[src/rtl/imem_pkg.sv]
// -----------------------------------------------------------------------------
// imem_pkg
//
// Shared definitions for the instruction memory fetch block:
//   INSTR_W            instruction width (32 bits)
//   IMEM_NOP_WORD      fill value after reset and the instruction returned on a
//                      faulting fetch (addi x0,x0,0)
//   imem_state_e       top-level sequencer states (IMEM_INIT, IMEM_RUN)
//   fault_reason_e     classification of a fetch PC
//   fetch_fault_reason helper that classifies a byte PC for a given word-index
//                      width
//
// Optional build macro used by the files that import this package:
//   IMEM_BYTE_LOAD_EN  adds per-byte write enables on the loader port
// -----------------------------------------------------------------------------
package imem_pkg;

  localparam int INSTR_W = 32;

  localparam logic [INSTR_W-1:0] IMEM_NOP_WORD = 32'h0000_0013;

  typedef enum logic {
    IMEM_INIT = 1'b0,
    IMEM_RUN  = 1'b1
  } imem_state_e;

  typedef enum logic [1:0] {
    FAULT_NONE       = 2'd0,
    FAULT_MISALIGNED = 2'd1,
    FAULT_RANGE      = 2'd2
  } fault_reason_e;

  // A PC is usable only if it is word aligned and every bit above the
  // word-index field is zero; anything else would alias into the array.
  function automatic fault_reason_e fetch_fault_reason(input logic [31:0] pc,
                                                        input int          aw);
    if (pc[1:0] != 2'b00) begin
      return FAULT_MISALIGNED;
    end
    if ((pc >> (aw + 2)) != 32'd0) begin
      return FAULT_RANGE;
    end
    return FAULT_NONE;
  endfunction

endpackage

[src/rtl/instr_mem_fetch_if.sv]
// -----------------------------------------------------------------------------
// instr_mem_fetch_if
//
// Fetch request/response bundle between a core fetch stage (master) and the
// instruction memory (slave).
//   fetch_req_valid  master -> slave  request present
//   fetch_req_ready  slave  -> master request can be accepted
//   fetch_pc         master -> slave  byte PC of the instruction
//   fetch_rsp_valid  slave  -> master response register holds a result
//   fetch_rsp_ready  master -> slave  consumer takes the response
//   fetch_instr      slave  -> master fetched instruction
//   fetch_fault      slave  -> master misaligned or out-of-range PC
//
// No build macros affect this file.
// -----------------------------------------------------------------------------
interface instr_mem_fetch_if;
  import imem_pkg::*;

  logic               fetch_req_valid;
  logic               fetch_req_ready;
  logic [31:0]        fetch_pc;
  logic               fetch_rsp_valid;
  logic               fetch_rsp_ready;
  logic [INSTR_W-1:0] fetch_instr;
  logic               fetch_fault;

  modport master (
    output fetch_req_valid,
    output fetch_pc,
    output fetch_rsp_ready,
    input  fetch_req_ready,
    input  fetch_rsp_valid,
    input  fetch_instr,
    input  fetch_fault
  );

  modport slave (
    input  fetch_req_valid,
    input  fetch_pc,
    input  fetch_rsp_ready,
    output fetch_req_ready,
    output fetch_rsp_valid,
    output fetch_instr,
    output fetch_fault
  );

endinterface

[src/rtl/imem_ram.sv]
// -----------------------------------------------------------------------------
// imem_ram
//
// DEPTH x INSTR_W synchronous RAM, one write port and one read port, written
// so that it maps onto a standard block RAM.
//   clk    in  clock
//   we     in  write enable
//   waddr  in  word index to write
//   wdata  in  write data
//   be     in  per-byte write enables (byte i = wdata[8i+7:8i])
//   re     in  read enable; rdata updates only when re is high
//   raddr  in  word index to read
//   rdata  out registered read data, valid the cycle after re
//
// A read and a write of the same word on the same edge return the old
// contents (read-before-write). rdata holds its value while re is low, which
// the top relies on to keep a stalled response stable.
//
// Byte enables are always present here; the top ties them high when
// IMEM_BYTE_LOAD_EN is not defined.
// -----------------------------------------------------------------------------
module imem_ram
  import imem_pkg::*;
#(
  parameter  int DEPTH = 64,
  localparam int AW    = $clog2(DEPTH),
  localparam int NB    = INSTR_W / 8
) (
  input  logic               clk,
  input  logic               we,
  input  logic [AW-1:0]      waddr,
  input  logic [INSTR_W-1:0] wdata,
  input  logic [NB-1:0]      be,
  input  logic               re,
  input  logic [AW-1:0]      raddr,
  output logic [INSTR_W-1:0] rdata
);

  logic [INSTR_W-1:0] mem [DEPTH];

  // The read samples the array before this edge's write lands, which gives
  // read-before-write on a same-address collision.
  always_ff @(posedge clk) begin
    if (re) begin
      rdata <= mem[raddr];
    end
  end

  always_ff @(posedge clk) begin
    if (we) begin
      for (int b = 0; b < NB; b++) begin
        if (be[b]) begin
          mem[waddr][8*b +: 8] <= wdata[8*b +: 8];
        end
      end
    end
  end

endmodule

[src/rtl/instr_mem_fetch.sv]
// -----------------------------------------------------------------------------
// instr_mem_fetch
//
// Parametrised instruction memory with a valid/ready fetch interface and a
// word-wide loader port. After reset an init sequencer writes NOP_WORD into
// every word (DEPTH cycles) before the first fetch is accepted.
//
// Parameters:
//   DEPTH     number of 32-bit words; power of two, at least 4
//   NOP_WORD  fill value and the instruction returned on a fault
//
// Ports:
//   clk        in   clock, all state changes on the rising edge
//   reset      in   synchronous active-high reset
//   init_done  out  high once the NOP fill has completed
//   load_en    in   write load_data to word load_addr this cycle (RUN only)
//   load_addr  in   word index to write
//   load_data  in   instruction word, little-endian byte order as fetched
//   load_be    in   per-byte write enables (IMEM_BYTE_LOAD_EN builds only)
//   fetch      slave side of instr_mem_fetch_if
//
// Build macro:
//   IMEM_BYTE_LOAD_EN  when defined, adds load_be[3:0]; a load writes only the
//                      enabled bytes, load_be=0 is a no-op. When undefined
//                      every load writes the full word. The init fill always
//                      writes full words.
//
// Fetch timing: a request accepted on an edge produces its response on that
// same edge's successor... i.e. one cycle later fetch_rsp_valid is high with
// fetch_instr/fetch_fault updated. The response register is a single entry,
// so a new request is accepted whenever it is empty or being drained.
// -----------------------------------------------------------------------------
module instr_mem_fetch
  import imem_pkg::*;
#(
  parameter  int                 DEPTH    = 64,
  parameter  logic [INSTR_W-1:0] NOP_WORD = IMEM_NOP_WORD,
  localparam int                 AW       = $clog2(DEPTH)
) (
  input  logic               clk,
  input  logic               reset,
  output logic               init_done,
  input  logic               load_en,
  input  logic [AW-1:0]      load_addr,
  input  logic [INSTR_W-1:0] load_data,
`ifdef IMEM_BYTE_LOAD_EN
  input  logic [3:0]         load_be,
`endif
  instr_mem_fetch_if.slave   fetch
);

  imem_state_e        state;
  logic [AW-1:0]      fill_cnt;
  logic               rsp_valid_q;
  logic               fault_q;
  logic               use_ram_q;

  logic               req_fault;
  logic               accept;
  logic [3:0]         load_be_eff;

  logic               ram_we;
  logic [AW-1:0]      ram_waddr;
  logic [INSTR_W-1:0] ram_wdata;
  logic [3:0]         ram_be;
  logic               ram_re;
  logic [AW-1:0]      ram_raddr;
  logic [INSTR_W-1:0] ram_rdata;

`ifdef IMEM_BYTE_LOAD_EN
  assign load_be_eff = load_be;
`else
  assign load_be_eff = 4'hF;
`endif

  assign req_fault = (fetch_fault_reason(fetch.fetch_pc, AW) != FAULT_NONE);

  // init_done is only high in RUN, so it doubles as the "accepting" gate.
  assign fetch.fetch_req_ready = init_done && (!rsp_valid_q || fetch.fetch_rsp_ready);
  assign accept                = fetch.fetch_req_valid && fetch.fetch_req_ready;

  // The write port belongs to the fill sequencer during INIT and to the
  // loader during RUN; loader requests during INIT are dropped.
  always_comb begin
    ram_we    = 1'b0;
    ram_waddr = '0;
    ram_wdata = '0;
    ram_be    = 4'h0;
    if (state == IMEM_INIT) begin
      ram_we    = 1'b1;
      ram_waddr = fill_cnt;
      ram_wdata = NOP_WORD;
      ram_be    = 4'hF;
    end else begin
      ram_we    = load_en;
      ram_waddr = load_addr;
      ram_wdata = load_data;
      ram_be    = load_be_eff;
    end
  end

  // Faulting fetches never touch the array; the NOP comes from the output mux.
  assign ram_re    = accept && !req_fault;
  assign ram_raddr = fetch.fetch_pc[AW+1:2];

  imem_ram #(
    .DEPTH (DEPTH)
  ) u_ram (
    .clk   (clk),
    .we    (ram_we),
    .waddr (ram_waddr),
    .wdata (ram_wdata),
    .be    (ram_be),
    .re    (ram_re),
    .raddr (ram_raddr),
    .rdata (ram_rdata)
  );

  // Sequencer and response register. use_ram_q selects the RAM read register
  // over the NOP constant; it is cleared by reset so fetch_instr reads as
  // NOP_WORD straight out of reset without resetting the RAM output itself.
  always_ff @(posedge clk) begin
    if (reset) begin
      state       <= IMEM_INIT;
      fill_cnt    <= '0;
      init_done   <= 1'b0;
      rsp_valid_q <= 1'b0;
      fault_q     <= 1'b0;
      use_ram_q   <= 1'b0;
    end else begin
      case (state)
        IMEM_INIT: begin
          fill_cnt <= fill_cnt + 1'b1;
          if (fill_cnt == AW'(DEPTH - 1)) begin
            state     <= IMEM_RUN;
            init_done <= 1'b1;
          end
        end
        IMEM_RUN: begin
          if (accept) begin
            rsp_valid_q <= 1'b1;
            fault_q     <= req_fault;
            use_ram_q   <= !req_fault;
          end else if (fetch.fetch_rsp_ready) begin
            rsp_valid_q <= 1'b0;
          end
        end
        default: begin
          state <= IMEM_INIT;
        end
      endcase
    end
  end

  // Both mux inputs are registers, so there is no path from fetch_* inputs
  // to fetch_instr, and both hold steady while no request is accepted.
  assign fetch.fetch_rsp_valid = rsp_valid_q;
  assign fetch.fetch_fault     = fault_q;
  assign fetch.fetch_instr     = use_ram_q ? ram_rdata : NOP_WORD;

endmodule

[src/flat_wrapper.sv]
// flat-port wrapper written by rule: the top's interface ports become plain ports
module instr_mem_fetch_flat import imem_pkg::*;
#(
  parameter  int                 DEPTH    = 64,
  parameter  logic [INSTR_W-1:0] NOP_WORD = IMEM_NOP_WORD,
  localparam int                 AW       = $clog2(DEPTH)
)
  (clk, reset, init_done, load_en, load_addr, load_data, fetch_fetch_req_valid, fetch_fetch_pc, fetch_fetch_rsp_ready, fetch_fetch_req_ready, fetch_fetch_rsp_valid, fetch_fetch_instr, fetch_fetch_fault);
  instr_mem_fetch_if fetch_i ();
  input  logic clk;
  input  logic reset;
  output logic init_done;
  input  logic load_en;
  input  logic [AW-1:0] load_addr;
  input  logic [INSTR_W-1:0] load_data;
  input wire logic [$bits(fetch_i.fetch_req_valid)-1:0] fetch_fetch_req_valid;
  input wire logic [$bits(fetch_i.fetch_pc)-1:0] fetch_fetch_pc;
  input wire logic [$bits(fetch_i.fetch_rsp_ready)-1:0] fetch_fetch_rsp_ready;
  output wire logic [$bits(fetch_i.fetch_req_ready)-1:0] fetch_fetch_req_ready;
  output wire logic [$bits(fetch_i.fetch_rsp_valid)-1:0] fetch_fetch_rsp_valid;
  output wire logic [$bits(fetch_i.fetch_instr)-1:0] fetch_fetch_instr;
  output wire logic [$bits(fetch_i.fetch_fault)-1:0] fetch_fetch_fault;
  assign fetch_i.fetch_req_valid = fetch_fetch_req_valid;
  assign fetch_i.fetch_pc = fetch_fetch_pc;
  assign fetch_i.fetch_rsp_ready = fetch_fetch_rsp_ready;
  assign fetch_fetch_req_ready = fetch_i.fetch_req_ready;
  assign fetch_fetch_rsp_valid = fetch_i.fetch_rsp_valid;
  assign fetch_fetch_instr = fetch_i.fetch_instr;
  assign fetch_fetch_fault = fetch_i.fetch_fault;
  instr_mem_fetch #(.DEPTH(DEPTH), .NOP_WORD(NOP_WORD)) u_core (.clk(clk), .reset(reset), .init_done(init_done), .load_en(load_en), .load_addr(load_addr), .load_data(load_data), .fetch(fetch_i));
endmodule
[config.mk]
export PLATFORM = sky130hd
export DESIGN_NAME = instr_mem_fetch_flat
export DESIGN_NICKNAME = d
export VERILOG_FILES = /design/src/rtl/imem_pkg.sv /design/src/rtl/instr_mem_fetch_if.sv /design/src/rtl/imem_ram.sv /design/src/rtl/instr_mem_fetch.sv /design/src/flat_wrapper.sv
export SDC_FILE = /design/constraint.sdc
export NUM_CORES = 2
export LEC_CHECK = 0
export CAP_MARGIN = 20
export CORE_ASPECT_RATIO = 0.75
export CORE_MARGIN = 2
export CORE_UTILIZATION = 48
export DETAILED_ROUTE_END_ITERATION = 7
export SYNTH_ARGS = -nofsm -noshare
export SYNTH_HDL_FRONTEND = slang
export SYNTH_HIERARCHICAL = 1
export SYNTH_SLANG_ARGS = --single-unit
[constraint.sdc]
create_clock -name clk -period 9.7 [get_ports clk]
set_input_delay 0.97 -clock clk [delete_from_list [all_inputs] [get_ports clk]]
set_output_delay 0.97 -clock clk [all_outputs]
set_load 0.03 [all_outputs]
==> results.cfg <==
[clock_tree]
cts_tree = done
clkLatencyLatePin_ps = 840
clock-sinks = 2091
post_cts_buffers = 0
clk_pin_slew_ps = 60
post_cts_resized = 0
holdBufCountCts = 0
clock_path_buffers = 3
cts_buffers = 190
cts_htree_levels = 4
cts-root-buf = clkbuf_16

[place]
portBuffers = 110
post-place-ws_ps = 5090
hpwl_mm = 134
dpl.cell_count = 5959
routabilityCongestion = 0.852

[synth]
synth_most_common_cell = edfxtp_1
synth_common_cells = edfxtp_1, mux4_2, nor2_1
yosysTopAreaCell = edfxtp_1
synth-seq-cells = 2091
synth_top_area_share = 0.770
ys_seq_area_frac = 0.772
postSynthCellCount = 3718
async_flop_share = 0
avgSynthCellArea_um2 = 21.8
synth.distinct_cells = 52
ys_top_cells_by_area = edfxtp_1, mux4_2, nor2_1
ys_warn_count = 6
synth_area_um2 = 81200
ys.flop_type = edfxtp_1
synth_edf_count = 2080

[timing]
rsz0062_at_grt = false
whs_ps = 487
fin_crit_sh = 0.452
worst_slack_ps = 5310
final.setup_skew_ps = 35.3
min_period_ps = 4390
slew_violations = 0
finalSetupTns_ps = 0
worst_slew_pin_slew_ps = 1190
setup_violations = 0
finalHoldViolCount = 0
fmax_ghz = 0.228
slew_headroom = 0.202

[worst_setup_path]
startpoint_type = register
worst_setup_path_end_kind = register
cp_data_required_time_ps = 10140
critical_path_arrival_ps = 4830
reg2reg_from = u_core/state$_SDFF_PP0_
r2r-end = u_core/u_ram/mem[49][27]$_DFFE_PP_
startpoint = u_core/state$_SDFF_PP0_
rrSetupSlack_ps = 5310
r2r_cells = 5
criticalPathCategory = register to register
cp_max_fo = 47
endpoint = u_core/u_ram/mem[49][27]$_DFFE_PP_

[power]
power.internal_w = 0.0141
combPwrFrac = 0.042
p_sw_w = 0.00371
p_per_area_nw_per_um2 = 196
power.leakage_nw = 30.1
power_frac_seq = 0.550
ir_worst_vdd_mv = 0.192
clockPowerShare = 0.407
switching_share = 0.208

[run]
cap_viol_max_count = 0

[global_route]
grt_first_pass_wirelength_mm = 310
track_usage = 0.259
gr-total-overflow = 0
antenna_found_initial = 12
grt_max_degree = 100
grt_pass1_vias = 38800

[die]
core_area_um2 = 168000
dieArea_um2 = 172000
fp.dieW_um = 479
ioPinCount = 111
die_h_um = 360
initial_core_util = 0.484
num_rows = 130

[layout]
final_cells = 6328
num-fill-cells = 12600
synthToLayoutAreaGrowth_pct = 12.1
drive_above_1_share = 0.245
nets = 3988

[route]
drtAntennaViolNets = 0
avgRoutedWirePerCell_um = 35.2
wl_mm = 223
firstDrtPassIters = 6
vias_per_cell = 6.34
num_vias = 40100
first_iter_violations = 5799
drc = 0

[status]
outcome = complete, no violations

[hold_path]
min_path_cells = 2
min_path_type = register to register
==> power by group through the flow <==
| stage | sequential, W | clock [W] | combinational, W |
|---|---|---|---|
| floorplan | 0.0100 | 0 | 0.000480 |
| global placement | 0.0100 | 0 | 0.000747 |
| detailed placement | 0.0100 | 0 | 0.000751 |
| CTS | 0.00982 | 0.00738 | 0.000753 |
| global route | 0.00982 | 0.00772 | 0.000784 |
| finish | 0.00982 | 0.00727 | 0.000754 |
==> worst max-delay path, stage by stage (launching register included) <==
cell and delay [ps]:
dfxtp_2 320, buf_4 510, mux2_2 510, nor3b_1 840, nand2_1 870, nor2_1 920
==> state kept, by name, summed over array words and instances (netlist names) <==
signal,cells
u_core/init_done,1
u_core/state,1
u_core/fetch.fetch_rsp_valid,1
u_core/fetch.fetch_fault,1
u_core/use_ram_q,1
u_core/fill_cnt,6
u_core/u_ram/mem,2048
u_core/u_ram/rdata,32
==> layout make-up <==
cell class / instances / area, µm² / share of cell area
timing repair buffer: 218 / 2080 / 0.0228
multi-input combinational: 1405 / 17400 / 0.192
inverter: 6 / 22.5 / 0.000248
clock buffer: 243 / 5120 / 0.0563
clock inverter: 105 / 769 / 0.00846
antenna: 16 / 40.0 / 0.000440
tap: 2244 / 2810 / 0.0309
sequential: 2091 / 62700 / 0.689
==> worst min path at each step <==
stage / startpoint / endpoint / slack (ps)
finish: u_core/fetch.fetch_rsp_valid$_SDFFE_PP0P_ / u_core/fetch.fetch_rsp_valid$_SDFFE_PP0P_ / 490
global route: u_core/fetch.fetch_rsp_valid$_SDFFE_PP0P_ / u_core/fetch.fetch_rsp_valid$_SDFFE_PP0P_ / 520
CTS: u_core/fetch.fetch_rsp_valid$_SDFFE_PP0P_ / u_core/fetch.fetch_rsp_valid$_SDFFE_PP0P_ / 490
detailed placement: u_core/fetch.fetch_rsp_valid$_SDFFE_PP0P_ / u_core/fetch.fetch_rsp_valid$_SDFFE_PP0P_ / 480
global placement: u_core/fetch.fetch_rsp_valid$_SDFFE_PP0P_ / u_core/fetch.fetch_rsp_valid$_SDFFE_PP0P_ / 470
floorplan: u_core/fill_cnt[5]$_SDFFE_PP0N_ / u_core/fill_cnt[5]$_SDFFE_PP0N_ / 460
==> per-stage QoR <==
step / power, W / utilization / instance area, µm²
after floorplan: 0.0105 / - / 81200
after global placement: 0.0108 / 0.506 / 84800
after detailed placement: 0.0108 / 0.507 / 84900
after CTS: 0.0179 / 0.542 / 90800
after global routing: 0.0183 / 0.542 / 90900
final: 0.0178 / 0.542 / 91000
==> layer usage <==
layer / routed length [µm] / GRT usage
met1: 92900 / 0.391
met2: 98300 / 0.370
met3: 23400 / 0.0634
met4: 7900 / 0.0914
met5: 53 / 0
==> kinds of logic after synthesis <==
| family | Yosys count | synth area share |
|---|---|---|
| XOR/XNOR | 4 | 0.000432 |
| AO/OA/AOI/OAI | 209 | 0.0183 |
| multiplexers | 656 | 0.165 |
| adder cells (fa/ha/maj) | 1 | 0.000154 |
| flip-flops | 2091 | 0.772 |
| other | 1 | 0.0000462 |
| buffers and inverters | 225 | 0.0142 |
| AND/OR/NAND/NOR | 531 | 0.0294 |
==> layout by cell type, fill, tap and decap left out, drive strengths merged, types with 43 or more instances in the layout <==
cell,instances
nor2,288
nand2,88
clkdlybuf4s50,104
o22ai,43
clkbuf,243
edfxtp,2080
and2,61
mux2i,80
clkinv,89
a22oi,50
mux4,543
buf,114
Note: power is estimated with default switching activity, not from simulation.
